File: src/rtl/lfsr_cipher_stream_pkg.sv
// Shared types, LFSR/parity helpers and reference tap masks for the
// LFSR stream-cipher engine.
package lfsr_cipher_pkg;

  typedef enum logic [1:0] {
    IDLE = 2'd0,
    RUN  = 2'd1,
    DONE = 2'd2
  } state_t;

  typedef enum logic {
    MODE_ENC = 1'b0,
    MODE_DEC = 1'b1
  } mode_t;

  // Helpers operate on a fixed container width; callers zero-extend.
  localparam int unsigned FN_W = 32;

  // Maximal-length feedback masks for a 7-bit register.
  localparam int unsigned NUM_TAPS_7 = 9;
  localparam logic [6:0] TAPS_7 [NUM_TAPS_7] = '{
    7'h60, 7'h48, 7'h78, 7'h72, 7'h6A, 7'h69, 7'h5C, 7'h7E, 7'h7B
  };

  // Shift left by one, feedback = XOR of tapped bits, result kept to 'width' bits.
  function automatic logic [FN_W-1:0] lfsr_next(input logic [FN_W-1:0] state,
                                               input logic [FN_W-1:0] taps,
                                               input int unsigned     width);
    logic [FN_W-1:0] mask;
    mask = (FN_W'(1) << width) - FN_W'(1);
    return ((state << 1) | FN_W'(^(state & taps & mask))) & mask;
  endfunction

  function automatic logic parity(input logic [FN_W-1:0] v);
    return ^v;
  endfunction

endpackage

File: src/rtl/lfsr_cipher_stream_if.sv
// Config, input-stream and output-stream signals of the cipher engine.
interface lfsr_cipher_stream_if #(
  parameter int unsigned DATA_W    = 8,
  parameter int unsigned FRAME_LEN = 64
);
  localparam int unsigned LFSR_W = DATA_W - 1;
  localparam int unsigned PRE_W  = $clog2(FRAME_LEN);
  localparam int unsigned LEN_W  = $clog2(FRAME_LEN + 1);

  logic              cfg_valid;
  logic              cfg_ready;
  logic              cfg_mode;
  logic [LFSR_W-1:0] cfg_taps;
  logic [LFSR_W-1:0] cfg_seed;
  logic [PRE_W-1:0]  cfg_pre_len;
  logic [LEN_W-1:0]  cfg_msg_len;

  logic              in_valid;
  logic              in_ready;
  logic [DATA_W-1:0] in_data;

  logic              out_valid;
  logic              out_ready;
  logic [DATA_W-1:0] out_data;

  logic              busy;
  logic              done;
  logic [LEN_W-1:0]  parity_err_cnt;

  modport master (
    output cfg_valid, cfg_mode, cfg_taps, cfg_seed, cfg_pre_len, cfg_msg_len,
    output in_valid, in_data, out_ready,
    input  cfg_ready, in_ready, out_valid, out_data, busy, done, parity_err_cnt
  );

  modport slave (
    input  cfg_valid, cfg_mode, cfg_taps, cfg_seed, cfg_pre_len, cfg_msg_len,
    input  in_valid, in_data, out_ready,
    output cfg_ready, in_ready, out_valid, out_data, busy, done, parity_err_cnt
  );
endinterface

File: src/rtl/lfsr_cipher_stream_lfsr_gen.sv
// Fibonacci-style LFSR register with seed load and per-byte advance.
module lfsr_gen
  import lfsr_cipher_pkg::*;
#(
  parameter int unsigned W = 7
) (
  input  logic         clk,
  input  logic         rst_n,
  input  logic         load,
  input  logic         advance,
  input  logic [W-1:0] seed,
  input  logic [W-1:0] taps,
  output logic [W-1:0] state
);

  logic [W-1:0] next_state;

  // Next value from the shared step function.
  always_comb begin
    next_state = W'(lfsr_next(FN_W'(state), FN_W'(taps), W));
  end

  // Load has priority; an all-zero seed would lock up, so it becomes 1.
  always_ff @(posedge clk or negedge rst_n) begin
    if (!rst_n) begin
      state <= '0;
    end else if (load) begin
      state <= (seed == '0) ? W'(1) : seed;
    end else if (advance) begin
      state <= next_state;
    end
  end

endmodule

File: src/rtl/lfsr_cipher_stream.sv
// Streaming LFSR cipher: encrypts (pad, offset, XOR, parity MSB) or decrypts
// (XOR, offset, parity check) one frame at one byte per cycle.
module lfsr_cipher_stream
  import lfsr_cipher_pkg::*;
#(
  parameter int unsigned        DATA_W    = 8,
  parameter int unsigned        FRAME_LEN = 64,
  parameter logic [DATA_W-1:0]  OFFSET    = DATA_W'(8'h20)
) (
  input  logic                 clk,
  input  logic                 init_n,
  lfsr_cipher_stream_if.slave  bus
);

  localparam int unsigned LFSR_W = DATA_W - 1;
  localparam int unsigned LEN_W  = $clog2(FRAME_LEN + 1);

  state_t            state_q, state_d;
  mode_t             mode_q;
  logic [LFSR_W-1:0] taps_q;
  logic [LEN_W-1:0]  pre_q;
  logic [LEN_W-1:0]  win_end_q;
  logic [LEN_W-1:0]  idx_q;
  logic [LEN_W-1:0]  perr_q;
  logic              out_valid_q;
  logic [DATA_W-1:0] out_data_q;
  logic [LFSR_W-1:0] lfsr;

  logic              cfg_hs;
  logic [LEN_W-1:0]  room;
  logic [LEN_W-1:0]  msg_eff;
  logic              running;
  logic              stage_free;
  logic              in_window;
  logic              fire;
  logic              emit;
  logic              last;
  logic [DATA_W-1:0] plain;
  logic [LFSR_W-1:0] enc_x;
  logic [LFSR_W-1:0] dec_x;
  logic [DATA_W-1:0] enc_byte;
  logic [DATA_W-1:0] dec_byte;
  logic              par_bad;

  // Handshake, window and datapath decode for the current frame byte.
  always_comb begin
    cfg_hs     = bus.cfg_valid && (state_q inside {IDLE, DONE});
    room       = LEN_W'(FRAME_LEN) - LEN_W'(bus.cfg_pre_len);
    msg_eff    = (bus.cfg_msg_len > room) ? room : bus.cfg_msg_len;
    running    = (state_q == RUN);
    stage_free = !out_valid_q || bus.out_ready;
    // Decrypt takes every frame byte from the input; encrypt only the message span.
    in_window  = (mode_q == MODE_DEC) || ((idx_q >= pre_q) && (idx_q < win_end_q));
    fire       = running && stage_free && (!in_window || bus.in_valid);
    emit       = (mode_q == MODE_ENC) || (idx_q >= pre_q);
    last       = (idx_q == LEN_W'(FRAME_LEN - 1));
    plain      = in_window ? bus.in_data : OFFSET;
    enc_x      = LFSR_W'(plain - OFFSET) ^ lfsr;
    enc_byte   = {parity(FN_W'(enc_x)), enc_x};
    dec_x      = bus.in_data[LFSR_W-1:0] ^ lfsr;
    dec_byte   = {1'b0, dec_x} + OFFSET;
    par_bad    = bus.in_data[DATA_W-1] != parity(FN_W'(bus.in_data[LFSR_W-1:0]));
  end

  // Frame sequencing.
  always_comb begin
    state_d = state_q;
    case (state_q)
      IDLE, DONE: if (cfg_hs) state_d = RUN;
      RUN:        if (fire && last) state_d = DONE;
      default:    state_d = IDLE;
    endcase
  end

  // State register.
  always_ff @(posedge clk or negedge init_n) begin
    if (!init_n) state_q <= IDLE;
    else         state_q <= state_d;
  end

  // Latch frame config; message length is clipped so the window ends inside the frame.
  always_ff @(posedge clk or negedge init_n) begin
    if (!init_n) begin
      mode_q    <= MODE_ENC;
      taps_q    <= '0;
      pre_q     <= '0;
      win_end_q <= '0;
    end else if (cfg_hs) begin
      mode_q    <= mode_t'(bus.cfg_mode);
      taps_q    <= bus.cfg_taps;
      pre_q     <= LEN_W'(bus.cfg_pre_len);
      win_end_q <= LEN_W'(bus.cfg_pre_len) + msg_eff;
    end
  end

  // Frame index and saturating parity-error count.
  always_ff @(posedge clk or negedge init_n) begin
    if (!init_n) begin
      idx_q  <= '0;
      perr_q <= '0;
    end else if (cfg_hs) begin
      idx_q  <= '0;
      perr_q <= '0;
    end else if (fire) begin
      idx_q <= idx_q + 1'b1;
      if ((mode_q == MODE_DEC) && par_bad && (perr_q != '1)) perr_q <= perr_q + 1'b1;
    end
  end

  // Single output register; holds while the consumer stalls.
  always_ff @(posedge clk or negedge init_n) begin
    if (!init_n) begin
      out_valid_q <= 1'b0;
      out_data_q  <= '0;
    end else if (stage_free) begin
      out_valid_q <= fire && emit;
      if (fire && emit) out_data_q <= (mode_q == MODE_ENC) ? enc_byte : dec_byte;
    end
  end

  lfsr_gen #(.W(LFSR_W)) u_lfsr (
    .clk     (clk),
    .rst_n   (init_n),
    .load    (cfg_hs),
    .advance (fire),
    .seed    (bus.cfg_seed),
    .taps    (taps_q),
    .state   (lfsr)
  );

  assign bus.cfg_ready      = state_q inside {IDLE, DONE};
  assign bus.in_ready       = running && in_window && stage_free;
  assign bus.out_valid      = out_valid_q;
  assign bus.out_data       = out_data_q;
  assign bus.busy           = running || out_valid_q;
  // Done waits for the last byte to leave the output register.
  assign bus.done           = (state_q == DONE) && !out_valid_q;
  assign bus.parity_err_cnt = perr_q;

endmodule

File: src/flat_wrapper.sv
// flat-port wrapper written by rule: the top's interface ports become plain ports
module lfsr_cipher_stream_flat import lfsr_cipher_pkg::*;
#(
  parameter int unsigned        DATA_W    = 8,
  parameter int unsigned        FRAME_LEN = 64,
  parameter logic [DATA_W-1:0]  OFFSET    = DATA_W'(8'h20)
)
  (clk, init_n, bus_cfg_valid, bus_cfg_mode, bus_cfg_taps, bus_cfg_seed, bus_cfg_pre_len, bus_cfg_msg_len, bus_in_valid, bus_in_data, bus_out_ready, bus_cfg_ready, bus_in_ready, bus_out_valid, bus_out_data, bus_busy, bus_done, bus_parity_err_cnt);
  lfsr_cipher_stream_if #(.DATA_W(DATA_W), .FRAME_LEN(FRAME_LEN)) bus_i ();
  input  logic clk;
  input  logic init_n;
  input wire logic [$bits(bus_i.cfg_valid)-1:0] bus_cfg_valid;
  input wire logic [$bits(bus_i.cfg_mode)-1:0] bus_cfg_mode;
  input wire logic [$bits(bus_i.cfg_taps)-1:0] bus_cfg_taps;
  input wire logic [$bits(bus_i.cfg_seed)-1:0] bus_cfg_seed;
  input wire logic [$bits(bus_i.cfg_pre_len)-1:0] bus_cfg_pre_len;
  input wire logic [$bits(bus_i.cfg_msg_len)-1:0] bus_cfg_msg_len;
  input wire logic [$bits(bus_i.in_valid)-1:0] bus_in_valid;
  input wire logic [$bits(bus_i.in_data)-1:0] bus_in_data;
  input wire logic [$bits(bus_i.out_ready)-1:0] bus_out_ready;
  output wire logic [$bits(bus_i.cfg_ready)-1:0] bus_cfg_ready;
  output wire logic [$bits(bus_i.in_ready)-1:0] bus_in_ready;
  output wire logic [$bits(bus_i.out_valid)-1:0] bus_out_valid;
  output wire logic [$bits(bus_i.out_data)-1:0] bus_out_data;
  output wire logic [$bits(bus_i.busy)-1:0] bus_busy;
  output wire logic [$bits(bus_i.done)-1:0] bus_done;
  output wire logic [$bits(bus_i.parity_err_cnt)-1:0] bus_parity_err_cnt;
  assign bus_i.cfg_valid = bus_cfg_valid;
  assign bus_i.cfg_mode = bus_cfg_mode;
  assign bus_i.cfg_taps = bus_cfg_taps;
  assign bus_i.cfg_seed = bus_cfg_seed;
  assign bus_i.cfg_pre_len = bus_cfg_pre_len;
  assign bus_i.cfg_msg_len = bus_cfg_msg_len;
  assign bus_i.in_valid = bus_in_valid;
  assign bus_i.in_data = bus_in_data;
  assign bus_i.out_ready = bus_out_ready;
  assign bus_cfg_ready = bus_i.cfg_ready;
  assign bus_in_ready = bus_i.in_ready;
  assign bus_out_valid = bus_i.out_valid;
  assign bus_out_data = bus_i.out_data;
  assign bus_busy = bus_i.busy;
  assign bus_done = bus_i.done;
  assign bus_parity_err_cnt = bus_i.parity_err_cnt;
  lfsr_cipher_stream #(.DATA_W(DATA_W), .FRAME_LEN(FRAME_LEN), .OFFSET(OFFSET)) u_core (.clk(clk), .init_n(init_n), .bus(bus_i));
endmodule
File: config.mk
export PLATFORM = sky130hd
export DESIGN_NAME = lfsr_cipher_stream_flat
export DESIGN_NICKNAME = d
export VERILOG_FILES = /design/src/rtl/lfsr_cipher_stream_pkg.sv /design/src/rtl/lfsr_cipher_stream_if.sv /design/src/rtl/lfsr_cipher_stream_lfsr_gen.sv /design/src/rtl/lfsr_cipher_stream.sv /design/src/flat_wrapper.sv
export SDC_FILE = /design/constraint.sdc
export NUM_CORES = 1
export LEC_CHECK = 0
export CAP_MARGIN = 10
export CORE_AREA = 2 2 65 129
export CTS_CLUSTER_SIZE = 24
export DETAILED_ROUTE_END_ITERATION = 10
export DIE_AREA = 0 0 67 131
export GPL_TIMING_DRIVEN = 0
export PLACE_DENSITY_LB_ADDON = 0.3
export SLEW_MARGIN = 15
export SYNTH_ARGS = -nofsm -noshare
export SYNTH_HDL_FRONTEND = slang
export SYNTH_SLANG_ARGS = --single-unit
File: constraint.sdc
create_clock -name clk -period 3.5 [get_ports clk]
set_clock_uncertainty 0.1 [all_clocks]
set_input_delay 0.7 -clock clk [delete_from_list [all_inputs] [get_ports clk]]
set_output_delay 0.7 -clock clk [all_outputs]
set_load 0.03 [all_outputs]
======== Word-level counts from Yosys, hierarchy flattened ========
Index checks and enable logic that the tools add are counted.
word-level totals
  bits in registers ....................... 53
  bits in latches ......................... 0
  bits in writable memories ............... 0
  ROM bits ................................ 0
  bits of input ports ..................... 41
  logic and storage cells ................. 75
  memories ................................ 0
cells by class
  $add $sub $neg .......................... 6
  $mul .................................... 0
  divide/modulo/power cells ............... 0
  order comparisons ....................... 3
  equality and inequality tests ........... 7
  shift operators ......................... 0
  mux-type cells .......................... 14
  bitwise logic cells ..................... 5
  reduce and logical (&&, ||, !) cells .... 30
operator list
  kind                 number
  $reduce_xor 32->1    3
  $mux 7               10
  $add 7x1->7 const B  2
  $xor 7x7->7          2
  $logic_and 1x1->1    11
  $add 7x6->8 const B  1
  $mux 8               1
  $add 6x7->7          1
  $and 7x7->7          1
  $eq 7x6->1 const B   1
  $ge 7x6->1           1
  $gt 7x7->1           1
  $logic_not 7->1      1
  $lt 7x7->1           1
  $ne 7x7->1 const B   1
  $or 7x1->7           1
  $sub 7x6->7 const A  1
  $sub 7x6->7 const B  1
  $reduce_and 2->1     3
  $reduce_bool 2->1    3
  $logic_or 1x1->1     5
  $mux 2               2
  $pmux 2 s2           1
  $eq 2x1->1 const B   1
  8 further kinds      9

======== Logic depth before layout (Yosys ltp) ========
  word-level depth ........................ 9
  gate-level depth with buffers ........... 19
  gate-level depth less buffers ........... 18

======== By module ========
From an unflattened synthesis, not the netlist that was laid out.
second synthesis, totals
  cells, all modules ...................... 383
  area total of the unflattened synthesis .. 3447.1 µm²
by module, submodules not included
  module              times used  cells an instance  area an instance (µm²)  seq. area each (µm²)
  lfsr_cipher_stream  1           339                3025.4                  1151.1
  lfsr_gen            1           44                 421.7                   175.2

======== Least setup slack after synthesis ========
Ideal clock, no wire load.
  path kind ............................... input to register
  start ................................... input port bus_cfg_pre_len[0]
  end ..................................... register u_core.win_end_q[6]
  setup time .............................. 0.136 ns
  arrival time ............................ 4.099 ns
  data required time ...................... 3.264 ns
  setup slack ............................. -0.835 ns
  cell stages on the path ................. 17
  buffers on the path ..................... 1
  path through ............................ inv_1 -> ha_1 -> nand2_1 -> or3_1 -> ha_1 -> nand2_1 -> a21o_1 -> nand2_1 -> o31a_1 -> clkbuf_1 -> mux2_2 -> fa_1 -> a21o_1 -> a21oi_1 -> o21ai_0 -> nand4_1 -> or3b_2
between the ends
  longest elaborated chain between the ends .. 4
ends and longest elaborated chain
  what                  RTL line                  text
  start, declared       flat_wrapper.sv:16        input wire logic [$bits(bus_i.cfg_pre_len)-1:0] bus_cfg_pre_len;
  $sub 7x6->7           lfsr_cipher_stream.sv:48  room = LEN_W'(FRAME_LEN) - LEN_W'(bus.cfg_pre_len);
  $gt 7x7->1            lfsr_cipher_stream.sv:49  msg_eff = (bus.cfg_msg_len > room) ? room : bus.cfg_msg_len;
  $mux 7                lfsr_cipher_stream.sv:49
  $add 6x7->7 (*)       lfsr_cipher_stream.sv:92  win_end_q <= LEN_W'(bus.cfg_pre_len) + msg_eff;
  end signal, assigned  lfsr_cipher_stream.sv:92
  end, declared         lfsr_cipher_stream.sv:22  logic [LEN_W-1:0] win_end_q;
Every way passes the cells marked *; elsewhere a longest branch is shown, timed or not.
A chain may end at the register's enable or synchronous reset.

======== Final worst setup path ========
Same ends and word-level chain as after synthesis.

==> parameters.txt <==
Parameter                              Value

Outcome
  Status    complete, but fails checks
  Failing checks    negative setup slack

CTS
  Max Buffers Root-to-Sink    2
  Clock transition at the registers of the reported paths    60 ps
  Clock tree from TritonCTS    built
  Num Clock Sinks    53
  CTS Root Buffer Type    sky130_fd_sc_hd__clkbuf_16
  Clock latency of the later-clocked register in the worst-skew pair    290 ps
  Total CTS buffers    5
  H-tree depth reported by CTS    2

Logic synthesis
  Post-synthesis sequential area ratio    38.4%
  Flop and latch count out of synthesis    53
  Net count after synthesis    461
  Avg Synthesized Cell Area    8.85 um^2
  Area of the mapped netlist    3450 um^2
  Number of synthesis warnings    0
  Post-Syn Instances    390
  Number of distinct library cells after synthesis    44

Finish
  Post-route non-filler standard cell count    573
  Area of the multi-input gates    2090 um^2
  Most common cell after layout, fill and taps aside    sky130_fd_sc_hd__nand2_1
  Number of antenna repair diodes    0
  Fraction of layout cells with a size suffix above 1    15.1%
  Net count of the finished layout    548
  Synth-to-layout area growth    33.9%
  Sequential standard cell area    1330 um^2
  Fillers    731
  Total non-filler cell area in the finished layout    4620 um^2
  Most used cells in the layout excluding fill and tap cells    sky130_fd_sc_hd__nand2_1, sky130_fd_sc_hd__dfrtp_1, sky130_fd_sc_hd__clkdlybuf4s50_1

Timing
  Fmax    264 MHz
  Worst rel slew slack    54.8%
  Setup TNS    -516 ps
  Final hold viol count    0
  Final Slew Violations    0
  Share of the cycle needed by the critical path after routing    108%
  Pin slew with the least headroom to its limit    678 ps
  Post-layout minimum cycle time    3780 ps
  Worst Setup Slack, final    -282 ps
  Setup repair after global routing missed its margin    yes
  Final-report setup violation count    3

Critical path
  Cell-by-cell trace of the critical path    buf_12 -> inv_8 -> ha_4 -> inv_2 -> ha_4 -> nor2b_1 -> o21a_1 -> o21bai_1 -> a21o_1 -> nand2_1 -> o31a_1 -> clkbuf_8 -> mux2i_1 -> ha_2 -> fa_2 -> a21o_1 -> a21oi_2 -> o21ai_2 -> nand4_1 -> or3b_4
  Capture point of the critical path    u_core.win_end_q[6]
  Worst reg-to-reg path cell count    10
  Data required time of the worst path    3570 ps
  Crit. Startpoint    bus_cfg_pre_len[0]
  Critical Path Start Type    input port
  CP arrival    3850 ps
  Slowest stage cell on the critical path    sky130_fd_sc_hd__fa_2
  Path type of the worst setup path    in -> reg
  Element type at the critical path end    register
  Crit path largest cell delay    390 ps
  Worst reg2reg setup slack    790 ps
  Critical R2R Launch    u_core.idx_q[0]
  Crit-path max FO    4
  Reg2reg end    u_core.bus.out_valid

Die
  Floorplan die area    8780 um^2
  Die Y    131 um
  Number of placement rows    46
  Starting density of the core    44.1%
  Die boundary width    67 um
  Area of the core region    7830 um^2
  IO Count    61

Power
  Internal    1.99 mW
  Ratio of total power to cell area    728 nW/um^2
  Highest ir drop seen on vdd    0.379 mV
  Pwr Total    3.37 mW
  Combinational power share    54.2%
  NetSw    1.37 mW
  Clock Power Share    14.5%
  Switching power as a share of total power    40.8%
  Static leakage    2.17 nW
  Part of the power in registers    31.3%

GRT
  Grt peak-use layer    met2
  Overflow left after global routing    0
  Met2 layer usage reported by global route    33.7%
  Vias in the first global route    2881
  Met3 Track Usage GR    2.57%
  First-pass GRT wire length    13.3 mm
  Number of antenna violations at the first check in global routing    0
  Overall track demand over capacity in global routing    19.6%
  Largest net degree at the start of global routing    54
  Met1 layer usage reported by global route    24.7%

Route
  First-pass iteration count of the detailed router    4
  Total vias in the final route    2964
  Initial detailed-routing violation count    125
  DRC viols    0
  Average detailed-routed wire length per instance    13.7 um
  DRT Wirelength    7.83 mm
  Per-cell via count in the routed design    5.17
  DRT antenna net count    0

Min path
  Class of the tightest hold or removal check    in -> async

Placed design
  Number of I/O port buffers    60
  HPWL after detailed placement    5.78 mm
  RePlAce Congestion    0.804
  Placed cells    546
  Post-place setup slack    -1380 ps
  Cell area reported after detailed placement    4240 um^2

Job
  Number of maximum-capacitance constraint violations    0
[power groups by stage]
stage | clock (mW) | combinational, mW | sequential [mW]
floorplan | 0 | 1.22 | 1.13
global placement | 0 | 1.74 | 1.06
detailed placement | 0 | 1.78 | 1.07
CTS | 0.494 | 1.82 | 1.05
global route | 0.525 | 2.05 | 1.09
finish | 0.488 | 1.82 | 1.05
[through the flow]
stage               utilization, %  hold WS (ps)
finish                        59.1           348
global route                  59.1           396
floorplan                        -           304
global placement              54.2           354
detailed placement            54.1           355
CTS                           58.6           371
[cells in the mapped netlist, drive strengths merged]
| cell type | n | area (um^2) |
|---|---|---|
| a211o | 1 | 8.76 |
| a211oi | 1 | 7.51 |
| a21o | 7 | 52.6 |
| a21oi | 18 | 105 |
| a31o | 1 | 8.76 |
| a41o | 1 | 10.0 |
| a41oi | 1 | 8.76 |
| and2 | 1 | 7.51 |
| and2b | 6 | 52.6 |
| and3 | 3 | 18.8 |
| buf | 4 | 31.3 |
| clkbuf | 9 | 33.8 |
| dfrtp | 53 | 1330 |
| fa | 1 | 20.0 |
| ha | 29 | 363 |
| inv | 24 | 90.1 |
| mux2 | 1 | 11.3 |
| mux2i | 10 | 100 |
| nand2 | 92 | 345 |
| nand2b | 1 | 6.26 |
| nand3 | 15 | 75.1 |
| nand4 | 4 | 25.0 |
| nor2 | 12 | 45.0 |
| nor2b | 3 | 18.8 |
| nor3 | 5 | 25.0 |
| nor3b | 1 | 7.51 |
| o2111ai | 1 | 8.76 |
| o211ai | 2 | 15.0 |
| o21a | 2 | 15.0 |
| o21ai | 31 | 166 |
| o21bai | 1 | 7.51 |
| o31a | 1 | 8.76 |
| or3 | 2 | 12.5 |
| or3b | 2 | 17.5 |
| or4 | 2 | 15.0 |
| xnor2 | 25 | 219 |
| xnor3 | 1 | 22.5 |
| xor2 | 16 | 140 |
[area by class of cell]
class / count / area share, %
Inverter: 24 / 2.38
Sequential cell: 53 / 28.7
Buffer: 13 / 1.62
Tap cell: 96 / 2.60
Multi-Input combinational cell: 300 / 45.3
Clock buffer: 7 / 3.09
Timing Repair Buffer: 80 / 16.3
[worst max-delay path, delay by kind of cell]
kind	cells	cell delay, ps
AOI/OAI and AO/OA	7	1020
adders and majority gates	4	1060
buffers and inverters	4	320
muxes	1	120
and+or+nand+nor	4	610
[cell families after synthesis]
| kind of cell | count (synthesis) | share of synthesized area [%] |
|---|---|---|
| flip-flops | 53 | 38.4 |
| adder cells (fa/ha/maj) | 30 | 11.1 |
| buffers and inverters | 37 | 4.49 |
| multiplexers | 11 | 3.23 |
| AO/OA/AOI/OAI | 68 | 12.3 |
| XOR/XNOR | 42 | 11.1 |
| AND/OR/NAND/NOR | 149 | 19.5 |
[layer usage]
metal  routed length, um  part of all wire [%]
met3                 282                   3.6
met2                4040                    52
met1                3340                    43
met5                   0                     0
met4                 163                   2.1
[flip-flops by register name, summed over array words and instances, names as in the netlist]
name,cells
u_core.win_end_q,7
u_core.u_lfsr.state,7
u_core.pre_q,6
u_core.bus.out_valid,1
u_core.idx_q,7
u_core.taps_q,7
u_core.bus.out_data,8
u_core.bus.parity_err_cnt,7
u_core.state_q,2
u_core.mode_q,1
[how the worst min path moves through the flow]
stage | from | endpoint | slack [ps]
finish | init_n | u_core.win_end_q[6] | 350
global route | u_core.taps_q[2] | u_core.taps_q[2] | 400
CTS | u_core.win_end_q[0] | u_core.win_end_q[0] | 370
detailed placement | u_core.win_end_q[0] | u_core.win_end_q[0] | 360
global placement | u_core.win_end_q[0] | u_core.win_end_q[0] | 350
floorplan | init_n | u_core.bus.out_data[0] | 300
[repair_timing]
item                       in CTS  in global routing
pin swaps                      20                  9
setup endpoints to repair       7                  6
setup buffers                  17                  3
hold buffers                    0                  0
resized for setup              46                  8
(Power assumes the default switching activity.)
